==> config.mk <==
export PLATFORM = sky130hd
export DESIGN_NAME = npc_unit
export DESIGN_NICKNAME = d
export VERILOG_FILES = /design/src/rtl/npc_pkg.sv /design/src/rtl/npc_branch_cond.sv /design/src/rtl/npc_unit.sv
export SDC_FILE = /design/constraint.sdc
export NUM_CORES = 1
export LEC_CHECK = 0
export BUFFER_PORTS_ARGS = -buffer_cell sky130_fd_sc_hd__buf_2
export CELL_PAD_IN_SITES_DETAIL_PLACEMENT = 1
export CELL_PAD_IN_SITES_GLOBAL_PLACEMENT = 2
export CORE_MARGIN = 4
export CORE_UTILIZATION = 29
export DETAILED_ROUTE_END_ITERATION = 7
export PLACE_DENSITY = 0.82
export SETUP_SLACK_MARGIN = 0.5
export SLEW_MARGIN = 20
export SYNTH_ARGS = -nofsm -noshare
export SYNTH_HDL_FRONTEND = slang
export SYNTH_SLANG_ARGS = --single-unit
==> constraint.sdc <==
create_clock -name clk -period 2.8 [get_ports clk]
set_input_delay 0.56 -clock clk [delete_from_list [all_inputs] [get_ports clk]]
set_output_delay 0.56 -clock clk [all_outputs]
set_load 0.01 [all_outputs]
==> src/rtl/npc_pkg.sv <==
// ============================================================================
// Module      : npc_pkg
// Description : Shared encodings and default addresses for the next-PC unit.
// Revision    : 1.0 - initial release
// ============================================================================
`default_nettype none

package npc_pkg;

    typedef enum logic [1:0] {
        JMP_NONE = 2'b00,
        JMP_J    = 2'b01,
        JMP_JR   = 2'b10,
        JMP_JAL  = 2'b11
    } jump_e;

    typedef enum logic [2:0] {
        BR_NONE = 3'b000,
        BR_BEQ  = 3'b010,
        BR_BNE  = 3'b011,
        BR_BLEZ = 3'b100,
        BR_BGTZ = 3'b101,
        BR_BLTZ = 3'b110,
        BR_BGEZ = 3'b111
    } branch_e;

    localparam logic [31:0] c_reset_pc = 32'h0000_3000;
    localparam logic [31:0] c_exc_vec  = 32'h0000_4180;

endpackage

`default_nettype wire

==> src/rtl/npc_branch_cond.sv <==
// ============================================================================
// Module      : npc_branch_cond
// Description : Combinational branch-taken evaluation from ALU zero/sign flags.
// Revision    : 1.0 - initial release
// ============================================================================
`default_nettype none

module npc_branch_cond
    import npc_pkg::*;
(
    input  logic [2:0] branch,
    input  logic       zero,
    input  logic       neg,
    output logic       taken
);

    always_comb begin
        taken = 1'b0;
        case (branch)
            BR_BEQ:  taken = zero;
            BR_BNE:  taken = ~zero;
            BR_BLEZ: taken = zero | neg;
            BR_BGTZ: taken = ~zero & ~neg;
            BR_BLTZ: taken = neg;
            BR_BGEZ: taken = ~neg;
            default: taken = 1'b0;
        endcase
    end

endmodule

`default_nettype wire

==> src/rtl/npc_unit.sv <==
// ============================================================================
// Module      : npc_unit
// Description : PC register and next-fetch-address selection with EPC,
//               JAL link register and misaligned-target trap.
//               Optional branch delay slot: define NPC_DELAY_SLOT_EN.
// Revision    : 1.0 - initial release
// ============================================================================
`default_nettype none

module npc_unit
    import npc_pkg::*;
#(
    parameter int                ADDR_W   = 32,
    parameter logic [ADDR_W-1:0] RESET_PC = ADDR_W'(c_reset_pc),
    parameter logic [ADDR_W-1:0] EXC_VEC  = ADDR_W'(c_exc_vec)
) (
    input  logic              clk,
    input  logic              rst_n,
    input  logic              if_ready,
    input  logic              ctrl_valid,
    input  logic [1:0]        jump,
    input  logic [2:0]        branch,
    input  logic              zero,
    input  logic              neg,
    input  logic [25:0]       instr_index,
    input  logic [ADDR_W-1:0] br_target,
    input  logic [ADDR_W-1:0] reg_target,
    input  logic              exc_req,
    input  logic              eret,
    output logic [ADDR_W-1:0] pc,
    output logic              pc_valid,
    output logic [ADDR_W-1:0] pc_plus4,
    output logic [ADDR_W-1:0] link_addr,
    output logic [ADDR_W-1:0] epc,
    output logic              misalign
);

    // Low 28 bits come from the J/JAL index; upper bits from the delay-slot PC.
    localparam logic [ADDR_W-1:0] c_seg_mask = ADDR_W'(28'hFFF_FFFF);
`ifdef NPC_DELAY_SLOT_EN
    localparam logic [ADDR_W-1:0] c_link_off = ADDR_W'(8);
`else
    localparam logic [ADDR_W-1:0] c_link_off = ADDR_W'(4);
`endif

    logic [ADDR_W-1:0] r_pc;
    logic              r_pc_valid;
    logic [ADDR_W-1:0] r_link;
    logic [ADDR_W-1:0] r_epc;
    logic              r_misalign;

    logic [ADDR_W-1:0] w_pc_plus4;
    logic [ADDR_W-1:0] w_jump_tgt;
    logic [ADDR_W-1:0] w_redir_tgt;
    logic              w_redir;
    logic              w_redir_ok;
    logic              w_is_jal;
    logic              w_taken;

    npc_branch_cond u_branch_cond (
        .branch (branch),
        .zero   (zero),
        .neg    (neg),
        .taken  (w_taken)
    );

    assign w_pc_plus4 = r_pc + ADDR_W'(4);
    assign w_jump_tgt = (w_pc_plus4 & ~c_seg_mask) | ADDR_W'({instr_index, 2'b00});

    // Jumps override any branch encoding carried alongside them.
    always_comb begin
        w_redir     = 1'b0;
        w_is_jal    = 1'b0;
        w_redir_tgt = '0;
        if (ctrl_valid && (jump != JMP_NONE)) begin
            w_redir     = 1'b1;
            w_is_jal    = (jump == JMP_JAL);
            w_redir_tgt = (jump == JMP_JR) ? reg_target : w_jump_tgt;
        end else if (ctrl_valid && w_taken) begin
            w_redir     = 1'b1;
            w_redir_tgt = br_target;
        end
    end

`ifdef NPC_DELAY_SLOT_EN
    logic              r_pend;
    logic [ADDR_W-1:0] r_pend_tgt;

    // A redirect issued from a delay slot is illegal and dropped.
    assign w_redir_ok = w_redir & ~r_pend;
`else
    assign w_redir_ok = w_redir;
`endif

    always_ff @(posedge clk or negedge rst_n) begin
        if (!rst_n) begin
            r_pc       <= RESET_PC;
            r_pc_valid <= 1'b0;
            r_link     <= '0;
            r_epc      <= '0;
            r_misalign <= 1'b0;
`ifdef NPC_DELAY_SLOT_EN
            r_pend     <= 1'b0;
            r_pend_tgt <= '0;
`endif
        end else begin
            r_pc_valid <= 1'b1;
            r_misalign <= 1'b0;
            if (exc_req) begin
                r_pc  <= EXC_VEC;
                r_epc <= r_pc;
`ifdef NPC_DELAY_SLOT_EN
                r_pend <= 1'b0;
`endif
            end else if (eret) begin
                r_pc <= r_epc;
`ifdef NPC_DELAY_SLOT_EN
                r_pend <= 1'b0;
`endif
            end else if (w_redir_ok) begin
                if (w_redir_tgt[1:0] != 2'b00) begin
                    r_pc       <= EXC_VEC;
                    r_epc      <= w_redir_tgt;
                    r_misalign <= 1'b1;
                end else begin
                    if (w_is_jal) begin
                        r_link <= r_pc + c_link_off;
                    end
`ifdef NPC_DELAY_SLOT_EN
                    r_pend     <= 1'b1;
                    r_pend_tgt <= w_redir_tgt;
                    r_pc       <= w_pc_plus4;
`else
                    r_pc       <= w_redir_tgt;
`endif
                end
            end else if (r_pc_valid && if_ready) begin
`ifdef NPC_DELAY_SLOT_EN
                if (r_pend) begin
                    r_pc   <= r_pend_tgt;
                    r_pend <= 1'b0;
                end else begin
                    r_pc <= w_pc_plus4;
                end
`else
                r_pc <= w_pc_plus4;
`endif
            end
        end
    end

    assign pc        = r_pc;
    assign pc_valid  = r_pc_valid;
    assign pc_plus4  = w_pc_plus4;
    assign link_addr = r_link;
    assign epc       = r_epc;
    assign misalign  = r_misalign;

endmodule

`default_nettype wire
==> summary.md <==
| Metric | Value |
|---|---|
| GRT Residual Overflow | `0` |
| Share of the synthesized area in the top cell type | `0.395` |
| Flop2flop setup slack | `360 ps` |
| PortBufs | `232` |
| Routed wire length | `28200 microns` |
| Headroom to the max-slew limit | `0.568` |
| Clock power frac | `0.326` |
| Slew Limit Fails | `0` |
| Post-synth top area cell | `dfrtp_1` |
| Syn Nets | `725` |
| Die Area | `23300 sq um` |
| Num CTS Buffers | `9` |
| Leak pwr | `4.60 nW` |
| Cell depth of the worst flop-to-flop path | `9` |
| Critical Path AT | `2270 ps` |
| Setup Crit Path Kind | `flip-flop to output port` |
| Synth area leaders | `dfrtp_1 40%, mux2_4 7.4%, a221o_1 4.8%, nor2_1 3.3%, a22o_1 3.3%` |
| DRT antenna net count | `0` |
| Via density | `5.43` |
| End of the critical path | `pc_plus4[27]` |
| Placed cell area | `7840 sq um` |
| Hpwl dp | `20100 microns` |
| Syn avg cell area | `9.79 sq um` |
| Initial antenna violation count | `0` |
| Fin. Hold Viols | `0` |
| Sw Ratio | `0.317` |
| Comb pwr share | `0.265` |
| Area of the multi-input gates | `3870 sq um` |
| Post-Route Skew | `11.9 ps` |
| Critical R2R Capture | `epc[30]` |
| 1st-iter DRT viols | `512` |
| First-pass GRT wire length | `42400 microns` |
| Crit path max-delay cell type | `dfrtp_2` |
| Cells after Synth | `621` |
| Setup TNS Final | `-40.5 ps` |
| Sequential share of the synthesized area | `0.404` |
| Tcrit/Tclk final | `1.01` |
| Post-synth EDFFs | `0` |
| Post-route cell area | `9290 sq um` |
| Dpl cells | `1130` |
| CP Capture Type | `output port` |
| Hold Slack | `179 ps` |
| Period minus WS final | `2830 ps` |
| Fill cell count | `2357` |
| Critical-path cell list | `nand4_1 -> buf_4 -> nor4_2 -> buf_4 -> and3b_2 -> xor2_2 -> buf_2` |
| Final setup violating endpoints | `2` |
| Fmax | `353 MHz` |
| Yosys warns | `0` |
| Worst skew pair latency | `360 ps` |
| Finished Layout Cells | `1207` |
| Final worst-path setup slack | `-32.1 ps` |
| Leading cell type in the layout, fill and taps excluded | `buf_2` |
| Critical Path Source Type | `flip-flop` |
| Start point of the critical path | `pc[10]` |
| Data required time at the worst endpoint | `2240 ps` |
| Largest net degree at the start of global routing | `45` |
| Worst-path clk slew | `80 ps` |
| Setup WS pre-CTS | `-32.3 ps` |
| Hold-fix buffers, CTS | `0` |
| Final Net Count | `1036` |
| Failing checks | `setup timing` |
| Outcome | `complete, but fails checks` |
| CP max stage delay | `490 ps` |
| Most used cell, CP | `buf_4` |
| Peak VDD IR | `336 uV` |
| Measured slew at the worst slew-check pin | `649 ps` |
| Synthesized area | `6080 sq um` |
| Final total power | `4.02 mW` |
| Via count | `6553` |
| Max Cap Viol | `0` |
| Worst r2r src | `pc[12]` |
| Unrepaired setup endpoints after global routing | `yes` |
| Synth async-reset ratio | `1.00` |
| H-tree depth | `3` |
| Most frequent cells in the layout | `224 x buf_2, 99 x buf_4, 85 x dfrtp_1, 49 x nor2_1, 48 x nand2_1` |
| Sw power | `1.28 mW` |
| Num rows | `52` |
| TritonRoute pass-1 iters | `5` |
| Die H | `153 microns` |
| Synth unique cells | `73` |
| Critical-path maximum fanout | `7` |
| Number of synthesized register bits | `98` |
| Hold WC Path Type | `primary input to asynchronous set/reset pin` |
| TritonCTS clock tree | `done` |
| Routability cong. | `0.858` |
| Routed length per instance | `23.4 microns` |
| Die Wd | `153 microns` |
| # diodes | `0` |
| Dominant synthesized flop cell | `dfrtp_1` |
| Layout cells sized above 1 | `0.529` |
| Initial Utilization | `0.297` |
| Seq. cell area | `2470 sq um` |
| Power density over cell area | `433 nW/um^2` |
| Total track usage | `0.230` |
| DRC violations left | `0` |
| Vias in the first global route | `6968` |
| Internal Pwr Total | `2.75 mW` |
| Post-Route Utilization | `0.455` |
| Clk buf depth | `2` |
| Core ar. | `20400 sq um` |
| Area growth, synth to finish | `52.9%` |
| I/O pin count | `233` |
| Total clock sinks | `98` |
| Clock Root Buffer | `clkbuf_16` |
| Seq pwr share | `0.409` |
[how the worst min path moves through the flow]
stage / cells past startpoint / startpoint / to
after global routing: 1 / rst_n / link_addr[16]
after CTS: 1 / rst_n / link_addr[15]
final: 1 / rst_n / link_addr[15]
after floorplan: 0 / rst_n / epc[0]
after global placement: 1 / link_addr[28] / link_addr[28]
after detailed placement: 1 / link_addr[29] / link_addr[29]
[routing by layer]
metal  routed length, microns  part of all wire  track usage
met1                    12100              0.43        0.313
met2                    13300              0.47        0.372
met3                     2310             0.082       0.0491
met4                      552             0.020       0.0666
met5                        0                 0            0
[registers in the layout, summed over array words and instances, names as in the netlist]
signal and cells:
epc 32, misalign 1, link_addr 32, pc_valid 1, pc 32
[critical path, delay by kind of cell, from the launching register on]
family	cells	cell delay, ps
buf+inv	3	580
flops	1	490
simple gates	3	650
xor+xnor	1	200
[power by group through the flow]
| stage | Sequential (mW) | Clock (mW) | Combinational, mW |
|---|---|---|---|
| floorplan | 1.69 | 0 | 0.406 |
| global placement | 1.67 | 0 | 0.897 |
| detailed placement | 1.67 | 0 | 0.909 |
| CTS | 1.64 | 1.33 | 1.00 |
| global route | 1.66 | 1.40 | 1.15 |
| finish | 1.64 | 1.31 | 1.07 |
[cell usage after synthesis (3+ instances only)]
| cell | count |
|---|---|
| dfrtp_1 | 96 |
| nand2b_1 | 6 |
| o221ai_1 | 9 |
| buf_1 | 4 |
| o21a_1 | 8 |
| o21ai_1 | 6 |
| o2bb2ai_1 | 3 |
| a31oi_1 | 9 |
| a221o_1 | 29 |
| clkbuf_1 | 27 |
| o31ai_4 | 3 |
| buf_4 | 3 |
| o22a_1 | 4 |
| nor2b_1 | 5 |
| a21o_1 | 6 |
| and4_1 | 6 |
| nor2_1 | 54 |
| nor3b_1 | 5 |
| o211ai_1 | 8 |
| buf_6 | 3 |
| inv_1 | 21 |
| a21oi_1 | 19 |
| nor3_1 | 9 |
| and2_1 | 7 |
| or4_1 | 3 |
| and3_1 | 5 |
| mux2_4 | 30 |
| o22ai_1 | 3 |
| xnor2_1 | 19 |
| a22oi_1 | 26 |
| a2111oi_0 | 3 |
| nand3_1 | 14 |
| nand4_1 | 12 |
| o211a_1 | 3 |
| o21ai_0 | 15 |
| a22o_1 | 23 |
| xor2_1 | 9 |
| buf_2 | 13 |
| nand2_1 | 49 |
[cells by family after synthesis]
family | after synthesis | share of synthesized area
buf+inv | 72 | 0.0527
fa+ha+maj | 1 | 0.00206
simple gates | 186 | 0.153
other cells | 1 | 0.000617
mux | 32 | 0.0778
compound gates | 203 | 0.270
flops | 98 | 0.404
xor+xnor | 28 | 0.0404
[final cells by class]
type,count,share of cell area
Multi-Input combinational cell,452,0.417
Sequential cell,98,0.266
Timing Repair Buffer,349,0.239
Tap cell,270,0.0364
Clock buffer,11,0.0261
Inverter,22,0.00916
Clock inverter,5,0.00660
[timing repair]
action                     in CTS  in global routing
setup endpoints to repair      61                 66
pin swaps                      30                 29
cloned                          1                  1
hold endpoints to repair        0                  0
resized for setup              83                 50
buffers inserted               38                 21
Note: power is estimated with default switching activity, not from simulation.
